==> src/rtl/pwm_duty_sequencer.sv <==
// pwm_duty_sequencer: registered compare threshold for the PWM comparator.
// Manual stepping from two push-buttons, or an automatic breathing ramp.
// DUTY is only ever written on a PERIOD_END edge, so each PWM period sees a
// stable threshold.
// Optional macro: HOLD_STATES_EN adds dwell states at the ramp extremes.
module pwm_duty_sequencer #(
  parameter int WIDTH            = 8,
  parameter int STEP             = 1,
  parameter int PERIODS_PER_STEP = 2,
  parameter int HOLD_PERIODS     = 4
) (
  input  logic             i_clk,
  input  logic             i_rst_n,
  input  logic             i_period_end,
  input  logic [WIDTH-1:0] i_limit,
  input  logic             i_btn_up,
  input  logic             i_btn_dn,
  input  logic             i_breathe,
  output logic [WIDTH-1:0] o_duty,
  output logic             o_ramp_dir,
  output logic [2:0]       o_state
);

  localparam logic [2:0] S_MANUAL  = 3'd0;
  localparam logic [2:0] S_RAMP_UP = 3'd1;
  localparam logic [2:0] S_RAMP_DN = 3'd3;
`ifdef HOLD_STATES_EN
  localparam logic [2:0] S_HOLD_HI = 3'd2;
  localparam logic [2:0] S_HOLD_LO = 3'd4;
  localparam logic [2:0] S_TOP     = S_HOLD_HI;  // entered when the up-ramp hits LIMIT
  localparam logic [2:0] S_BOTTOM  = S_HOLD_LO;  // entered when the down-ramp hits 0
`else
  localparam logic [2:0] S_TOP     = S_RAMP_DN;
  localparam logic [2:0] S_BOTTOM  = S_RAMP_UP;
`endif

  // One counter serves both step pacing and dwell timing.
  localparam int CNT_MAX = (PERIODS_PER_STEP > HOLD_PERIODS) ? PERIODS_PER_STEP : HOLD_PERIODS;
  localparam int CW      = $clog2(CNT_MAX + 1);
  localparam logic [CW-1:0] STEP_LAST = CW'(PERIODS_PER_STEP - 1);
`ifdef HOLD_STATES_EN
  localparam logic [CW-1:0] HOLD_LAST = CW'(HOLD_PERIODS - 1);
`endif
  localparam logic [WIDTH:0] STEP_W = (WIDTH + 1)'(STEP);

  logic [2:0]       r_up_sync, r_dn_sync;
  logic [2:0]       r_state, w_state_next;
  logic [WIDTH-1:0] r_duty, w_duty_next;
  logic [CW-1:0]    r_cnt, w_cnt_next;
  logic             r_pend_up, r_pend_dn, w_pend_up_next, w_pend_dn_next;

  logic             w_up_edge, w_dn_edge;
  logic [WIDTH:0]   w_sum, w_diff;
  logic [WIDTH-1:0] w_up_sat, w_dn_sat, w_ramp_up_val, w_ramp_dn_val;
  logic             w_clamp, w_step_tick, w_is_ramp;

  // Two-flop synchronizers plus a history flop for rising-edge detection.
  always_ff @(posedge i_clk or negedge i_rst_n) begin
    if (!i_rst_n) begin
      r_up_sync <= '0;
      r_dn_sync <= '0;
    end else begin
      r_up_sync <= {r_up_sync[1:0], i_btn_up};
      r_dn_sync <= {r_dn_sync[1:0], i_btn_dn};
    end
  end

  assign w_up_edge = r_up_sync[1] & ~r_up_sync[2];
  assign w_dn_edge = r_dn_sync[1] & ~r_dn_sync[2];

  // Saturating step arithmetic carried one bit wider so nothing wraps.
  assign w_sum         = {1'b0, r_duty} + STEP_W;
  assign w_diff        = {1'b0, r_duty} - STEP_W;
  assign w_up_sat      = (w_sum > {1'b0, i_limit}) ? i_limit : w_sum[WIDTH-1:0];
  assign w_dn_sat      = w_diff[WIDTH] ? '0 : w_diff[WIDTH-1:0];
  assign w_clamp       = (i_limit < r_duty);
  assign w_ramp_up_val = w_clamp ? i_limit : w_up_sat;
  assign w_ramp_dn_val = w_clamp ? i_limit : w_dn_sat;
  assign w_step_tick   = (r_cnt == STEP_LAST);
  assign w_is_ramp     = (r_state == S_RAMP_UP) || (r_state == S_RAMP_DN);

  // State register.
  always_ff @(posedge i_clk or negedge i_rst_n) begin
    if (!i_rst_n) r_state <= S_MANUAL;
    else          r_state <= w_state_next;
  end

  // Next-state logic; legal transitions happen only at PERIOD_END.
  always_comb begin
    w_state_next = r_state;
    case (r_state)
      S_MANUAL: begin
        if (i_period_end && i_breathe) w_state_next = S_RAMP_UP;
      end
      S_RAMP_UP: begin
        if (i_period_end) begin
          if (!i_breathe) w_state_next = S_MANUAL;
          else if (w_step_tick && (w_ramp_up_val == i_limit)) w_state_next = S_TOP;
        end
      end
      S_RAMP_DN: begin
        if (i_period_end) begin
          if (!i_breathe) w_state_next = S_MANUAL;
          else if (w_step_tick && (w_ramp_dn_val == '0)) w_state_next = S_BOTTOM;
        end
      end
`ifdef HOLD_STATES_EN
      S_HOLD_HI: begin
        if (i_period_end) begin
          if (!i_breathe) w_state_next = S_MANUAL;
          else if (r_cnt == HOLD_LAST) w_state_next = S_RAMP_DN;
        end
      end
      S_HOLD_LO: begin
        if (i_period_end) begin
          if (!i_breathe) w_state_next = S_MANUAL;
          else if (r_cnt == HOLD_LAST) w_state_next = S_RAMP_UP;
        end
      end
`endif
      default: w_state_next = S_MANUAL;  // unused encodings recover immediately
    endcase
  end

  // Outputs decoded from the state register.
  always_comb begin
    o_duty  = r_duty;
    o_state = r_state;
`ifdef HOLD_STATES_EN
    o_ramp_dir = (r_state == S_RAMP_UP) || (r_state == S_HOLD_HI);
`else
    o_ramp_dir = (r_state == S_RAMP_UP);
`endif
  end

  // Next values for DUTY, the period counter and the pending button request.
  always_comb begin
    w_duty_next    = r_duty;
    w_cnt_next     = r_cnt;
    w_pend_up_next = r_pend_up;
    w_pend_dn_next = r_pend_dn;

    if (i_period_end) begin
      if (w_clamp) w_duty_next = i_limit;  // clamp beats any step
      else if (r_state == S_MANUAL) begin
        if (r_pend_up)      w_duty_next = w_up_sat;
        else if (r_pend_dn) w_duty_next = w_dn_sat;
      end else if (i_breathe && w_step_tick) begin
        if (r_state == S_RAMP_UP)      w_duty_next = w_up_sat;
        else if (r_state == S_RAMP_DN) w_duty_next = w_dn_sat;
      end
    end

    // Requests only live in manual mode; the last single-direction edge wins.
    if ((r_state != S_MANUAL) || (w_state_next != S_MANUAL)) begin
      w_pend_up_next = 1'b0;
      w_pend_dn_next = 1'b0;
    end else if (w_up_edge && !w_dn_edge) begin
      w_pend_up_next = 1'b1;
      w_pend_dn_next = 1'b0;
    end else if (w_dn_edge && !w_up_edge) begin
      w_pend_up_next = 1'b0;
      w_pend_dn_next = 1'b1;
    end else if (i_period_end) begin
      w_pend_up_next = 1'b0;  // consumed at this boundary
      w_pend_dn_next = 1'b0;
    end

    if (w_state_next != r_state) w_cnt_next = '0;
    else if (i_period_end && (r_state != S_MANUAL))
      w_cnt_next = (w_is_ramp && w_step_tick) ? '0 : r_cnt + CW'(1);
  end

  // Datapath registers.
  always_ff @(posedge i_clk or negedge i_rst_n) begin
    if (!i_rst_n) begin
      r_duty    <= '0;
      r_cnt     <= '0;
      r_pend_up <= 1'b0;
      r_pend_dn <= 1'b0;
    end else begin
      r_duty    <= w_duty_next;
      r_cnt     <= w_cnt_next;
      r_pend_up <= w_pend_up_next;
      r_pend_dn <= w_pend_dn_next;
    end
  end

endmodule

==> config.mk <==
export PLATFORM = sky130hd
export DESIGN_NAME = pwm_duty_sequencer
export DESIGN_NICKNAME = d
export VERILOG_FILES = /design/src/rtl/pwm_duty_sequencer.sv
export SDC_FILE = /design/constraint.sdc
export NUM_CORES = 1
export LEC_CHECK = 0
export CAP_MARGIN = 10
export CORE_ASPECT_RATIO = 1.5
export CORE_MARGIN = 3
export CORE_UTILIZATION = 45
export CTS_BUF_LIST = sky130_fd_sc_hd__clkbuf_4
export DETAILED_ROUTE_END_ITERATION = 10
export PLACE_DENSITY = 0.67
export SYNTH_ARGS = -nofsm -noshare
export SYNTH_HDL_FRONTEND = slang
export SYNTH_SLANG_ARGS = --single-unit
==> constraint.sdc <==
create_clock -name i_clk -period 9 [get_ports i_clk]
set_input_delay 1.8 -clock i_clk [delete_from_list [all_inputs] [get_ports i_clk]]
set_output_delay 1.8 -clock i_clk [all_outputs]
set_load 0.005 [all_outputs]
==> run_results.csv <==
group,metric,value,unit
clock_tree,clock_latency,310,ps
cells_and_area,layout_cells_excl_fill,311,
worst_setup_path,crit_path_top_delay_cell,"sky130_fd_sc_hd__clkdlybuf4s50_1",
logic_synthesis,async_flop_share,100,%
logic_synthesis,yosys.area.top_type_share,26.2,%
timing,fmaxAchievable,0.231,GHz
clock_tree,cts_htree_levels,1,
pwr,sw_frac_of_total,48.2,%
logic_synthesis,synth.largest_area_cell,"sky130_fd_sc_hd__dfrtp_1",
logic_synthesis,synth_area_leaders,"sky130_fd_sc_hd__dfrtp_1, sky130_fd_sc_hd__ha_1, sky130_fd_sc_hd__xnor2_1, sky130_fd_sc_hd__inv_1, sky130_fd_sc_hd__a21oi_1",
logic_synthesis,post_synth_num_cell_types,59,
cells_and_area,multiInputGateArea,0.00138,sq mm
route,per_cell_via_count_in_the_routed_design,6.03,
logic_synthesis,most_common_cell_in_the_netlist,"sky130_fd_sc_hd__inv_1",
placed_design,place_inst,307,
pwr,ir_worst_vdd,0.134,mV
timing,timing.final.setup_violations,0,
timing,minimum_hold_slack,363,ps
clock_tree,cts.repair.resized,0,
logic_synthesis,synth_commonest_cells,"sky130_fd_sc_hd__inv_1, sky130_fd_sc_hd__dfrtp_1, sky130_fd_sc_hd__ha_1",
route,detail_route.iter0.violations,110,
clock_tree,ctsLongestPathBuffers,2,
floorplanning,die-width,61.8,um
clock_tree,setup_repair_bufs_after_cts,0,
grt,grt_start_max_net_pins,23,
pwr,share_comb_of_total_power,63.7,%
worst_hold_path,min-delay-start,"r_up_sync[0]",
logic_synthesis,postSynthAreaPerCell,8.55,sq um
timing,final_setup_slack_of_the_worst_path,4680,ps
logic_synthesis,synth.cell_area,0.00210,sq mm
placed_design,final_wtd_congestion,0.933,
pwr,leakage,1.04,nW
floorplanning,rows,29,
logic_synthesis,post_synthesis_sequential_area_ratio,26.2,%
route,met3WireLength,178,um
worst_setup_path,crit_path_cell_trace,"clkdlybuf4s50_1 > inv_1 > ha_1 > and4b_1 > o21ai_1 > nand3_1 > a21oi_2 > a21oi_1 > or3_1 > a22o_1",
worst_setup_path,worstRegToRegCells,13,
worst_setup_path,path_max_fanout,15,
worst_setup_path,crit_start,"i_limit[1]",
timing,post-route-min-period,4320,ps
pwr,netSwitchingPower,0.000333,W
timing,share_of_the_clock_period_used_by_the_worst_path_after_layout,48.0,%
grt,gr-total-overflow,0,
logic_synthesis,syn-instance-count,246,
route,route.antenna.remaining_nets,0,
floorplanning,floorplan.io_pins,26,
cells_and_area,fillerInstances,402,
pwr,cell_internal_pwr,0.000357,W
worst_setup_path,crit_arrival,4540,ps
clock_tree,clock_transition_at_the_registers_of_the_reported_paths,130,ps
status,outcome,"completed",
route,detailroute.via_count,1875,
pwr,clock_power_share,10.9,%
route,finalWirelength,5270,um
timing,slew_viol_final,0,
route,post_drt_wl_per_cell,17.0,um
timing,finalClockSkew,8.82,ps
route,detail_route.first_pass.iterations,4,
clock_tree,hold_buffers,0,
clock_tree,cts_num_sinks,22,
grt,grtUsageTotal,20.4,%
grt,number_of_global_route_vias_before_repair,1813,
logic_synthesis,ys_warn_count,0,
placed_design,detailedPlacementHpwl,4180,um
floorplanning,fp.coreArea,0.00435,sq mm
timing,setup_tns,0,ps
clock_tree,tritoncts,"built",
worst_hold_path,min_path_type,"reg2reg",
job,max-cap-violations,0,
cells_and_area,layout_overhead_on_the_synthesized_area,13.7,%
route,final_routed_drc_violation_total,0,
placed_design,placement.setup.worst_slack,4370,ps
timing,hold_violations,0,
placed_design,numPortBuffers,25,
cells_and_area,drive_above_1_share,7.17,%
pwr,power.density,288,mW/mm^2
logic_synthesis,syn_nets,282,
pwr,seqPwrFrac,25.5,%
logic_synthesis,synth-main-ff-cell,"sky130_fd_sc_hd__dfrtp_1",
logic_synthesis,synth.ff_latch_count,22,
route,wl_met2,2730,um
clock_tree,ctsRootBufferMaster,"sky130_fd_sc_hd__clkbuf_4",
logic_synthesis,synth_enable_flop_cells,0,
cells_and_area,regArea,551,sq um
worst_setup_path,rr_startpoint,"o_duty[0]",
cells_and_area,fin_nets,302,
worst_setup_path,worstPathRequired,9210,ps
route,highest-signal-layer,"met4",
worst_setup_path,worstSetupStartpointType,"primary input",
grt,grt_pass1_wl,8780,um
route,routedLengthMet1,2180,um
timing,grt_setup_unrepaired,"no",
floorplanning,floorplan.die.height,89.7,um
worst_setup_path,cp_slowest_stage_delay,620,ps
worst_hold_path,holdPathStages,0,
timing,max_slew_margin,36.5,%
grt,grt_antenna_before_repair,0,
floorplanning,die_area,0.00555,sq mm
worst_setup_path,path_class,"in2reg",
timing,tightest_slew,949,ps
floorplanning,initial_utilization,48.3,%
cells_and_area,diodes,0,
clock_tree,cts_buffers,3,
worst_setup_path,setup.worst_path.end_class,"register",
-- path summary, 6_finish.rpt --
check	end	slack, ps
worst max-delay path	o_duty[1]	4680
min in group asynchronous	r_up_sync[0]	2000
max in group asynchronous	r_cnt[1]	6410
worst min-delay path	r_up_sync[1]	360
worst min register to register	r_up_sync[1]	360
worst max register to register	o_duty[1]	5160
-- cell type report --
class | instances | area share [%]
Clock buffer | 3 | 0.941
Clock inverter | 1 | 1.26
Inverter | 26 | 4.18
Multi-Input combinational cell | 188 | 57.7
Sequential cell | 22 | 23.0
Tap cell | 46 | 2.41
Timing Repair Buffer | 25 | 10.5
-- registers in the layout, summed over array words and instances (netlist names) --
signal,count
o_duty,8
r_pend_up,1
r_dn_sync,3
r_cnt,3
o_state,3
r_up_sync,3
r_pend_dn,1
-- power by group through the flow --
stage                clock, W  sequential (W)  combinational [W]
global placement            0        0.000177           0.000433
floorplan                   0        0.000141           0.000360
global route        0.0000809        0.000181           0.000489
finish              0.0000751        0.000176           0.000439
CTS                 0.0000766        0.000175           0.000438
detailed placement          0        0.000177           0.000436
-- routing by layer --
metal	GRT usage, %	up-vias
met5	0	-
met4	9.56	0
met3	0.573	11
met2	33.0	50
met1	26.9	887
li1	-	927
-- through the flow --
stage / area [sq um] / total power, W / util, %
global placement: 2340 / 0.000609 / 53.7
CTS: 2390 / 0.000689 / 54.9
floorplan: 2100 / 0.000502 / -
detailed placement: 2340 / 0.000612 / 53.7
finish: 2390 / 0.000690 / 54.9
global route: 2390 / 0.000751 / 54.9
-- cells by family (layout without fill, tap and decap cells) --
logic type	count (synthesis)	in the layout	synth area share, %
adders and majority gates	22	22	13.1
other	1	1	0.178
DFF	22	22	26.2
buffers and inverters	36	55	8.15
AOI/OAI and AO/OA	65	65	21.4
and+or+nand+nor	79	79	21.2
muxes	4	4	1.90
xor gates and xnor gates	17	17	7.97
-- critical path: cells and delay by family --
family | cells | cell delay (ps)
and+or+nand+nor | 3 | 650
AOI/OAI and AO/OA | 4 | 1050
adders and majority gates | 1 | 320
buffers and inverters | 2 | 720
-- cells in the final DEF (no fill, tap or decap), types with 2 or more instances in the layout --
cell / netlist / layout
sky130_fd_sc_hd__o221ai_1: 2 / 2
sky130_fd_sc_hd__nand2b_1: 4 / 4
sky130_fd_sc_hd__o31ai_1: 4 / 4
sky130_fd_sc_hd__or4_1: 2 / 2
sky130_fd_sc_hd__dfrtp_1: 22 / 22
sky130_fd_sc_hd__o21ai_1: 5 / 5
sky130_fd_sc_hd__nor4_2: 2 / 2
sky130_fd_sc_hd__nand2_1: 11 / 11
sky130_fd_sc_hd__nor2_1: 18 / 18
sky130_fd_sc_hd__mux2i_1: 4 / 4
sky130_fd_sc_hd__xor2_1: 3 / 3
sky130_fd_sc_hd__nand4_1: 4 / 4
sky130_fd_sc_hd__xnor2_1: 13 / 13
sky130_fd_sc_hd__a21oi_1: 17 / 17
sky130_fd_sc_hd__nor3_1: 8 / 8
sky130_fd_sc_hd__nor4_1: 4 / 4
sky130_fd_sc_hd__o21a_1: 7 / 7
sky130_fd_sc_hd__o211ai_1: 3 / 3
sky130_fd_sc_hd__clkbuf_4: 0 / 3
sky130_fd_sc_hd__nand3_2: 2 / 2
sky130_fd_sc_hd__nand3_1: 10 / 10
sky130_fd_sc_hd__inv_1: 24 / 24
sky130_fd_sc_hd__a21o_1: 3 / 3
sky130_fd_sc_hd__ha_1: 22 / 22
sky130_fd_sc_hd__nor2b_1: 3 / 3
sky130_fd_sc_hd__o21ai_0: 4 / 4
sky130_fd_sc_hd__o221a_2: 2 / 2
sky130_fd_sc_hd__clkdlybuf4s50_1: 0 / 25
sky130_fd_sc_hd__a31oi_1: 4 / 4
sky130_fd_sc_hd__and3b_1: 2 / 2
(Power assumes the default switching activity.)
